$ cat src/rtl/acs_path_update.sv
// Add-compare-select stage of a 4-state (K=3, G0=7, G1=5) Viterbi decoder.
// Updates path metrics and survivor registers once per received symbol.
module acs_path_update #(
    parameter int unsigned METRIC_W = 4,
    parameter int unsigned PATH_W   = 8,
    parameter int unsigned PTR_W    = 3
) (
    input  logic                clk,
    input  logic                rst,
    input  logic                clear,
    input  logic                sym_valid,
    input  logic [1:0]          sym,
    output logic [PATH_W-1:0]   updated_selected_branch_at_00,
    output logic [PATH_W-1:0]   updated_selected_branch_at_01,
    output logic [PATH_W-1:0]   updated_selected_branch_at_10,
    output logic [PATH_W-1:0]   updated_selected_branch_at_11,
    output logic [METRIC_W-1:0] new_branch_metric_00,
    output logic [METRIC_W-1:0] new_branch_metric_01,
    output logic [METRIC_W-1:0] new_branch_metric_10,
    output logic [METRIC_W-1:0] new_branch_metric_11,
    output logic [PTR_W-1:0]    write_pointer_out,
    output logic                valid_out
);

    localparam int unsigned SUM_W = METRIC_W + 1;
    localparam logic [METRIC_W-1:0] METRIC_MAX = {METRIC_W{1'b1}};

    logic [METRIC_W-1:0] metric_q [4];
    logic [METRIC_W-1:0] metric_d [4];
    logic [PATH_W-1:0]   path_q   [4];
    logic [PATH_W-1:0]   path_d   [4];
    logic [SUM_W-1:0]    sel_sum  [4];
    logic [SUM_W-1:0]    min_sum;
    logic [PTR_W-1:0]    cnt_q;
    logic [PTR_W-1:0]    wp_q;
    logic                valid_q;

    // Hamming distance between the branch label of (state s, input u) and rx.
    function automatic logic [1:0] branch_metric(input logic [1:0] s, input logic u,
                                                 input logic [1:0] rx);
        logic c0, c1;
        c0 = u ^ s[1] ^ s[0];
        c1 = u ^ s[0];
        return {1'b0, c0 ^ rx[1]} + {1'b0, c1 ^ rx[0]};
    endfunction

    for (genvar g = 0; g < 4; g++) begin : g_acs
        localparam logic [1:0] NS      = 2'(g);
        localparam logic       U       = NS[1];
        localparam logic       A       = NS[0];
        localparam logic [1:0] PRED_LO = {A, 1'b0};
        localparam logic [1:0] PRED_HI = {A, 1'b1};

        logic [SUM_W-1:0] sum_lo;
        logic [SUM_W-1:0] sum_hi;
        logic [SUM_W-1:0] norm;
        logic             take_hi;

        assign sum_lo  = {1'b0, metric_q[PRED_LO]} + SUM_W'(branch_metric(PRED_LO, U, sym));
        assign sum_hi  = {1'b0, metric_q[PRED_HI]} + SUM_W'(branch_metric(PRED_HI, U, sym));
        // Strict compare so a tie keeps the low predecessor.
        assign take_hi = sum_hi < sum_lo;

        assign sel_sum[g] = take_hi ? sum_hi : sum_lo;
        assign path_d[g]  = take_hi ? {path_q[PRED_HI][PATH_W-2:0], U}
                                    : {path_q[PRED_LO][PATH_W-2:0], U};

        assign norm        = sel_sum[g] - min_sum;
        assign metric_d[g] = (norm > SUM_W'(METRIC_MAX)) ? METRIC_MAX : norm[METRIC_W-1:0];
    end

    always_comb begin
        min_sum = sel_sum[0];
        for (int i = 1; i < 4; i++) begin
            if (sel_sum[i] < min_sum) begin
                min_sum = sel_sum[i];
            end
        end
    end

    always_ff @(posedge clk or posedge rst) begin
        if (rst) begin
            for (int i = 0; i < 4; i++) begin
                metric_q[i] <= (i == 0) ? '0 : METRIC_MAX;
                path_q[i]   <= '0;
            end
            cnt_q   <= '0;
            wp_q    <= '0;
            valid_q <= 1'b0;
        end else if (clear) begin
            for (int i = 0; i < 4; i++) begin
                metric_q[i] <= (i == 0) ? '0 : METRIC_MAX;
                path_q[i]   <= '0;
            end
            cnt_q   <= '0;
            wp_q    <= '0;
            valid_q <= 1'b0;
        end else if (sym_valid) begin
            for (int i = 0; i < 4; i++) begin
                metric_q[i] <= metric_d[i];
                path_q[i]   <= path_d[i];
            end
            cnt_q   <= cnt_q + PTR_W'(1);
            wp_q    <= cnt_q;
            valid_q <= 1'b1;
        end else begin
            valid_q <= 1'b0;
        end
    end

    assign updated_selected_branch_at_00 = path_q[0];
    assign updated_selected_branch_at_01 = path_q[1];
    assign updated_selected_branch_at_10 = path_q[2];
    assign updated_selected_branch_at_11 = path_q[3];
    assign new_branch_metric_00          = metric_q[0];
    assign new_branch_metric_01          = metric_q[1];
    assign new_branch_metric_10          = metric_q[2];
    assign new_branch_metric_11          = metric_q[3];
    assign write_pointer_out             = wp_q;
    assign valid_out                     = valid_q;

endmodule

$ cat config.mk
export PLATFORM = sky130hd
export DESIGN_NAME = acs_path_update
export DESIGN_NICKNAME = d
export VERILOG_FILES = /design/src/rtl/acs_path_update.sv
export SDC_FILE = /design/constraint.sdc
export NUM_CORES = 1
export LEC_CHECK = 0
export ABC_AREA = 1
export CORE_MARGIN = 4
export CORE_UTILIZATION = 50
export CTS_CLUSTER_SIZE = 30
export DETAILED_ROUTE_END_ITERATION = 10
export MAX_ROUTING_LAYER = met4
export PLACE_DENSITY = 0.72
export REMOVE_ABC_BUFFERS = 1
export SLEW_MARGIN = 20
export SYNTH_ARGS = -nofsm -noshare
export SYNTH_HDL_FRONTEND = slang
export SYNTH_SLANG_ARGS = --single-unit
$ cat constraint.sdc
create_clock -name clk -period 7.6 [get_ports clk]
set_input_delay 1.52 -clock clk [delete_from_list [all_inputs] [get_ports clk]]
set_output_delay 1.52 -clock clk [all_outputs]
set_load 0.005 [all_outputs]
==> results.md, run 1 <==
- Status: complete, no violations
- First-pass GRT wire length: between 20 and 30 mm
- Critical path class: primary input to flip-flop
- Period utilisation layout: 0.943
- Final number of setup-violating endpoints: 0
- Antenna Nets Post-Route: 0
- Final #Nets: slightly below 1000
- Grt total ovfl: 0
- DR WL/cell: 14.9 µm
- Tightest Pin Transition: 0.824 ns
- Die X: 108 µm
- Critical Path RT: just under 8 ns
- Slew margin rel.: 0.450
- Gp weighted congestion: a little over 1
- Setup WS pre-CTS: -0.742 ns
- Fmax: roughly 0.14 GHz
- Height of the die: around 110 µm
- Final std cells w/o fill: between 1000 and 1500
- Synth Instances: 746
- Final Hold Fails: 0
- Largest stage delay, worst path: around 0.30 ns
- Core region area: approximately 9800 µm²
- Clock latency on the worst-skew pair: between 0.3 and 0.4 ns
- Max-Cap Viols: 0
- Die area: roughly 12000 µm²
- Library cells used by synthesis: about 40
- Max Root-Sink Buffers: 2
- Layout fillers: around 840
- Vias per inst: between 5 and 6
- DP HPWL: about 12 mm
- Slew Limit Fails: 0
- CP endpoint kind: flip-flop
- Setup TNS: 0 ns
- Most frequent cells in the layout: 177 x nand2_1, 121 x buf_4, 99 x inv_1, 66 x o21ai_0, 64 x nand3_1
- Hold Crit Start: updated_selected_branch_at_00[7]
- Clock transition at path regs: 0.10 ns
- Clk_skew: 0.0112 ns
- CP startpoint: sym[0]
- Vias in the first global route: ~5500
- Worst-path maximum fanout: 10
- # clock sinks: a little under 50
- Area post-placement: 6530 µm²
- Antenna violations before repair: 0
- Pre-antenna DRT Iters: 5
- I/O Pins: 58
- Minimum clock period: 7.16 ns
- Mean Syn Cell Area: roughly 6.8 µm²
- Crit path top cell by count: nand2_1
- Detailed Route WL: 15.5 mm
- Gr usage total: 0.275
- TritonCTS Buffers: 5
- HP Class: flip-flop to flip-flop
- DRT iter0 DRCs: 220
- Crit path max-delay family: simple AND/OR/NAND/NOR gates
- Mapped cell area: about 5000 µm²
- Most common cell after layout, fill and taps aside: nand2_1
- Seq/Total Area, Yosys: 0.246
- Num rows: 36
- Post-route cell area: ~6900 µm²
- Startpoint Class: primary input
- H-tree levels: 2
- #FFs+latches synth: a little under 50
- Largest net degree at the start of global routing: 50
- CTS Root Cell: clkbuf_8
- Hold_buf cts: 0
- CTS tree: built
- Crit Reg-Reg Startpoint: new_branch_metric_00[1]
- Warnings, synthesis: 0
- CP max stage cell: ha_1
- Cells after DPL: ~1000
- Area Growth Syn to Fin: 36.9%
- Arr. time, crit path: roughly 7.4 ns
- Initial Utilization: 0.516
- Setup WS post-layout: 0.437 ns
- Buf/Inv on CP: 15
- Vias: between 5000 and 6000
- Share of layout cells above drive strength 1: 0.289
- Port Buffers: 53
- Diode count: 0
- DRC: 0
-- cell usage after synthesis (all sizes together) --
cell / n / area (µm²)
a21oi: 14 / 73.8
a22o: 1 / 8.76
a31oi: 1 / 6.26
and2: 3 / 18.8
buf: 13 / 83.8
clkbuf: 9 / 33.8
clkinv: 2 / 7.51
conb: 1 / 3.75
dfrtp: 37 / 926
dfstp: 12 / 315
ha: 51 / 638
inv: 115 / 432
nand2: 211 / 901
nand3: 83 / 480
nand3b: 3 / 22.5
nand4: 12 / 81.3
nor2: 57 / 244
nor3: 5 / 25.0
o21a: 1 / 7.51
o21ai: 84 / 443
o21bai: 4 / 41.3
or2: 2 / 12.5
xnor2: 8 / 70.1
xor2: 17 / 164
-- state kept, by name, summed over array words and instances (netlist names), 4 cells and up --
register	count
updated_selected_branch_at_01	7
updated_selected_branch_at_11	7
updated_selected_branch_at_00	6
updated_selected_branch_at_10	6
new_branch_metric_00	4
new_branch_metric_01	4
new_branch_metric_10	4
new_branch_metric_11	4
-- area by class of cell --
cell class | instances | area (µm²) | area share
clock buffers | 6 | 72.6 | 0.0105
clock inverters | 2 | 16.3 | 0.00236
repair buffers | 175 | 1440 | 0.209
well taps | 133 | 166 | 0.0241
flip-flops and latches | 49 | 1240 | 0.180
inverters | 117 | 440 | 0.0638
multi-input cells | 561 | 3520 | 0.510
-- metrics by stage --
stage / utilization / hold WS [ns]
2_1_floorplan: - / 0.476
3_3_place_gp: 0.668 / 0.468
3_5_place_dp: 0.668 / 0.476
4_1_cts: 0.686 / 0.499
5_1_grt: 0.706 / 0.544
6_report: 0.706 / 0.491
-- layer usage --
metal,vias to the layer above,track usage,wire length [µm]
met3,39,0.0263,762
met2,170,0.476,7730
li1,2706,-,-
met1,2570,0.336,6560
met4,0,0.0938,451
met5,-,-,0
-- kinds of logic after synthesis --
group	after synthesis	synth area share
other	1	0.000744
AO/OA/AOI/OAI	105	0.115
buffers and inverters	139	0.110
adder cells (fa/ha/maj)	51	0.127
XOR/XNOR	25	0.0464
flip-flops	49	0.246
AND/OR/NAND/NOR	376	0.354
-- what timing repair did --
item | CTS | global route
pin swaps | 12 | 18
resized for setup | 24 | 40
buffers inserted | 1 | 2
endpoints found under the setup margin | 16 | 16
-- worst register-to-register path, delay by kind of cell (launching register included) --
kind / cells / cell delay, ns
simple gates: 26 / 2.09
fa+ha+maj: 7 / 1.68
compound gates: 7 / 0.88
buf+inv: 10 / 0.83
flops: 1 / 0.58
-- final timing paths --
kind	endpoint	slack [ns]	depth (start not counted)
min in group asynchronous	updated_selected_branch_at_00[3]	1.65	2
worst max-delay path	new_branch_metric_01[1]	0.44	55
max in group asynchronous	write_pointer_out[2]	5.45	2
worst min-delay path	updated_selected_branch_at_00[7]	0.49	2
worst min register to register	updated_selected_branch_at_00[7]	0.49	2
worst max register to register	new_branch_metric_01[1]	1.48	50
Power of run 1 is not shown: default switching activity piles up to over one toggle a cycle in this logic, so the estimate is an artifact.
==> run 2, diff against run 1 <==
--- a/config.mk
+++ b/config.mk
@@ -12,7 +12,6 @@
 export DETAILED_ROUTE_END_ITERATION = 10
 export MAX_ROUTING_LAYER = met4
 export PLACE_DENSITY = 0.72
-export REMOVE_ABC_BUFFERS = 1
 export SLEW_MARGIN = 20
 export SYNTH_ARGS = -nofsm -noshare
 export SYNTH_HDL_FRONTEND = slang
==> run 2 against run 1 <==
Effect of this change:
- sequential cell count unchanged
- critical endpoint is now new_branch_metric_01[3]
- maximum frequency shrank 0.71%
- critical path depth fell by 2
- die area stayed put
- global-route usage decreased by 0.10 points
- setup slack lost 0.051 ns
- clock skew down 0.0036 ns
- hold slack improved by 0.020 ns
- first-iteration DRC count grew 56%
- utilization down 0.12 points
==> results.md, run 2 (synthesized netlist as in run 1, its figures left out) <==
- Status: complete, no violations
- CTS Root Cell: clkbuf_8
- Gp weighted congestion: 0.975
- CP max stage cell: ha_1
- Startpoint Class: primary input
- Largest stage delay, worst path: 0.29 ns
- CP endpoint kind: flip-flop
- Crit path top cell by count: nand2_1
- Period utilisation layout: 0.949
- Slew margin rel.: 0.437
- I/O Pins: 58
- DP HPWL: roughly 12 mm
- Gr usage total: 0.274
- Vias in the first global route: 5508
- Die area: between 10000 and 15000 µm²
- Most common cell after layout, fill and taps aside: nand2_1
- # clock sinks: 49
- Fmax: between 0.1 and 0.15 GHz
- Num rows: 36
- Critical Path RT: approximately 7.9 ns
- Pre-antenna DRT Iters: 7
- Multi-input logic area: approximately 3500 µm²
- Worst-path maximum fanout: 5
- Worst Hold Slack: approximately 0.5 ns
- Initial Utilization: 0.516
- Finished Core Util: 0.705
- Diode count: 0
- DR WL/cell: about 15 µm
- Setup TNS: 0 ns
- TritonCTS Buffers: 5
- Die X: between 100 and 150 µm
- Arr. time, crit path: around 7.5 ns
- CTS tree: built
- Register area: 1240 µm²
- Clock latency on the worst-skew pair: between 0.3 and 0.4 ns
- Height of the die: ~110 µm
- Final std cells w/o fill: 1044
- Critical path class: primary input to flip-flop
- Final #Nets: between 900 and 1000
- Antenna violations before repair: 0
- DRC: 0
- H-tree levels: 2
- Final number of setup-violating endpoints: 0
- Most frequent cells in the layout: 179 x nand2_1, 118 x buf_4, 101 x inv_1, 68 x nand3_1, 64 x o21ai_0
- Core region area: 9770 µm²
- Clock transition at path regs: around 0.1 ns
- HP Class: flip-flop to flip-flop
- First-pass GRT wire length: 25.1 mm
- Cells after DPL: around 1000
- Grt total ovfl: 0
- Detailed Route WL: between 15 and 20 mm
- Vias: 5468
- Layout fillers: roughly 800
- Tightest Pin Transition: 0.844 ns
- Share of layout cells above drive strength 1: 0.282
- Final Hold Fails: 0
- Port Buffers: 53
- Slew Limit Fails: 0
- Area Growth Syn to Fin: 36.6%
- Vias per inst: approximately 5.2
- Minimum clock period: 7.21 ns
- Max-Cap Viols: 0
- Largest net degree at the start of global routing: 50
- Clk_skew: 0.00767 ns
- Antenna Nets Post-Route: 0
- DRT iter0 DRCs: roughly 340
- Max Root-Sink Buffers: 2
==> run 2: worst max-delay path: cells and delay by family <==
family          cells  cell delay (ns)
xor+xnor            2             0.39
buf+inv            13             1.27
fa+ha+maj           7             1.60
simple gates       24             1.94
compound gates      7             0.76
==> run 2: metrics by stage <==
stage	instance area, µm²	worst slack (ns)
5_1_grt	6890	-0.0476
3_5_place_dp	6480	-0.688
6_report	6890	0.385
4_1_cts	6660	0.0181
2_1_floorplan	5050	0.00104
3_3_place_gp	6480	-0.418
==> run 2: final cells by class <==
type	count	area share
inverters	117	0.0643
multi-input cells	561	0.505
flip-flops and latches	49	0.180
clock buffers	5	0.00999
repair buffers	176	0.212
clock inverters	3	0.00418
well taps	133	0.0242
==> run 2: timing repair <==
action	4_1_cts	5_1_grt
setup buffers	5	6
resized for setup	14	48
hold buffers	0	0
setup endpoints to repair	16	16
pin swaps	1	12
==> run 2: path summary, 6_finish.rpt <==
check,startpoint,end,slack (ns),cells after the start
min,updated_selected_branch_at_10[7],updated_selected_branch_at_10[7],0.51,2
min in group asynchronous,rst,updated_selected_branch_at_00[7],1.66,2
min reg2reg,updated_selected_branch_at_10[7],updated_selected_branch_at_10[7],0.51,2
max reg2reg,new_branch_metric_00[1],new_branch_metric_01[3],1.44,49
max in group asynchronous,rst,write_pointer_out[1],5.43,2
max,sym[0],new_branch_metric_01[3],0.39,53
==> run 2: layer usage <==
layer / track usage / part of all wire
met2: 0.460 / 0.50
met3: 0.0382 / 0.059
met5: - / 0
met1: 0.335 / 0.41
met4: 0.103 / 0.028
Power of run 2 is left out for the same reason.
==> run 3, diff against run 2 <==
--- a/config.mk
+++ b/config.mk
@@ -6,6 +6,7 @@
 export NUM_CORES = 1
 export LEC_CHECK = 0
 export ABC_AREA = 1
+export CAP_MARGIN = 25
 export CORE_MARGIN = 4
 export CORE_UTILIZATION = 50
 export CTS_CLUSTER_SIZE = 30
==> results of run 3 <==
Same layout as run 2: the final DEF is identical, and so are final timing and power.
Power of run 3 is left out for the same reason.
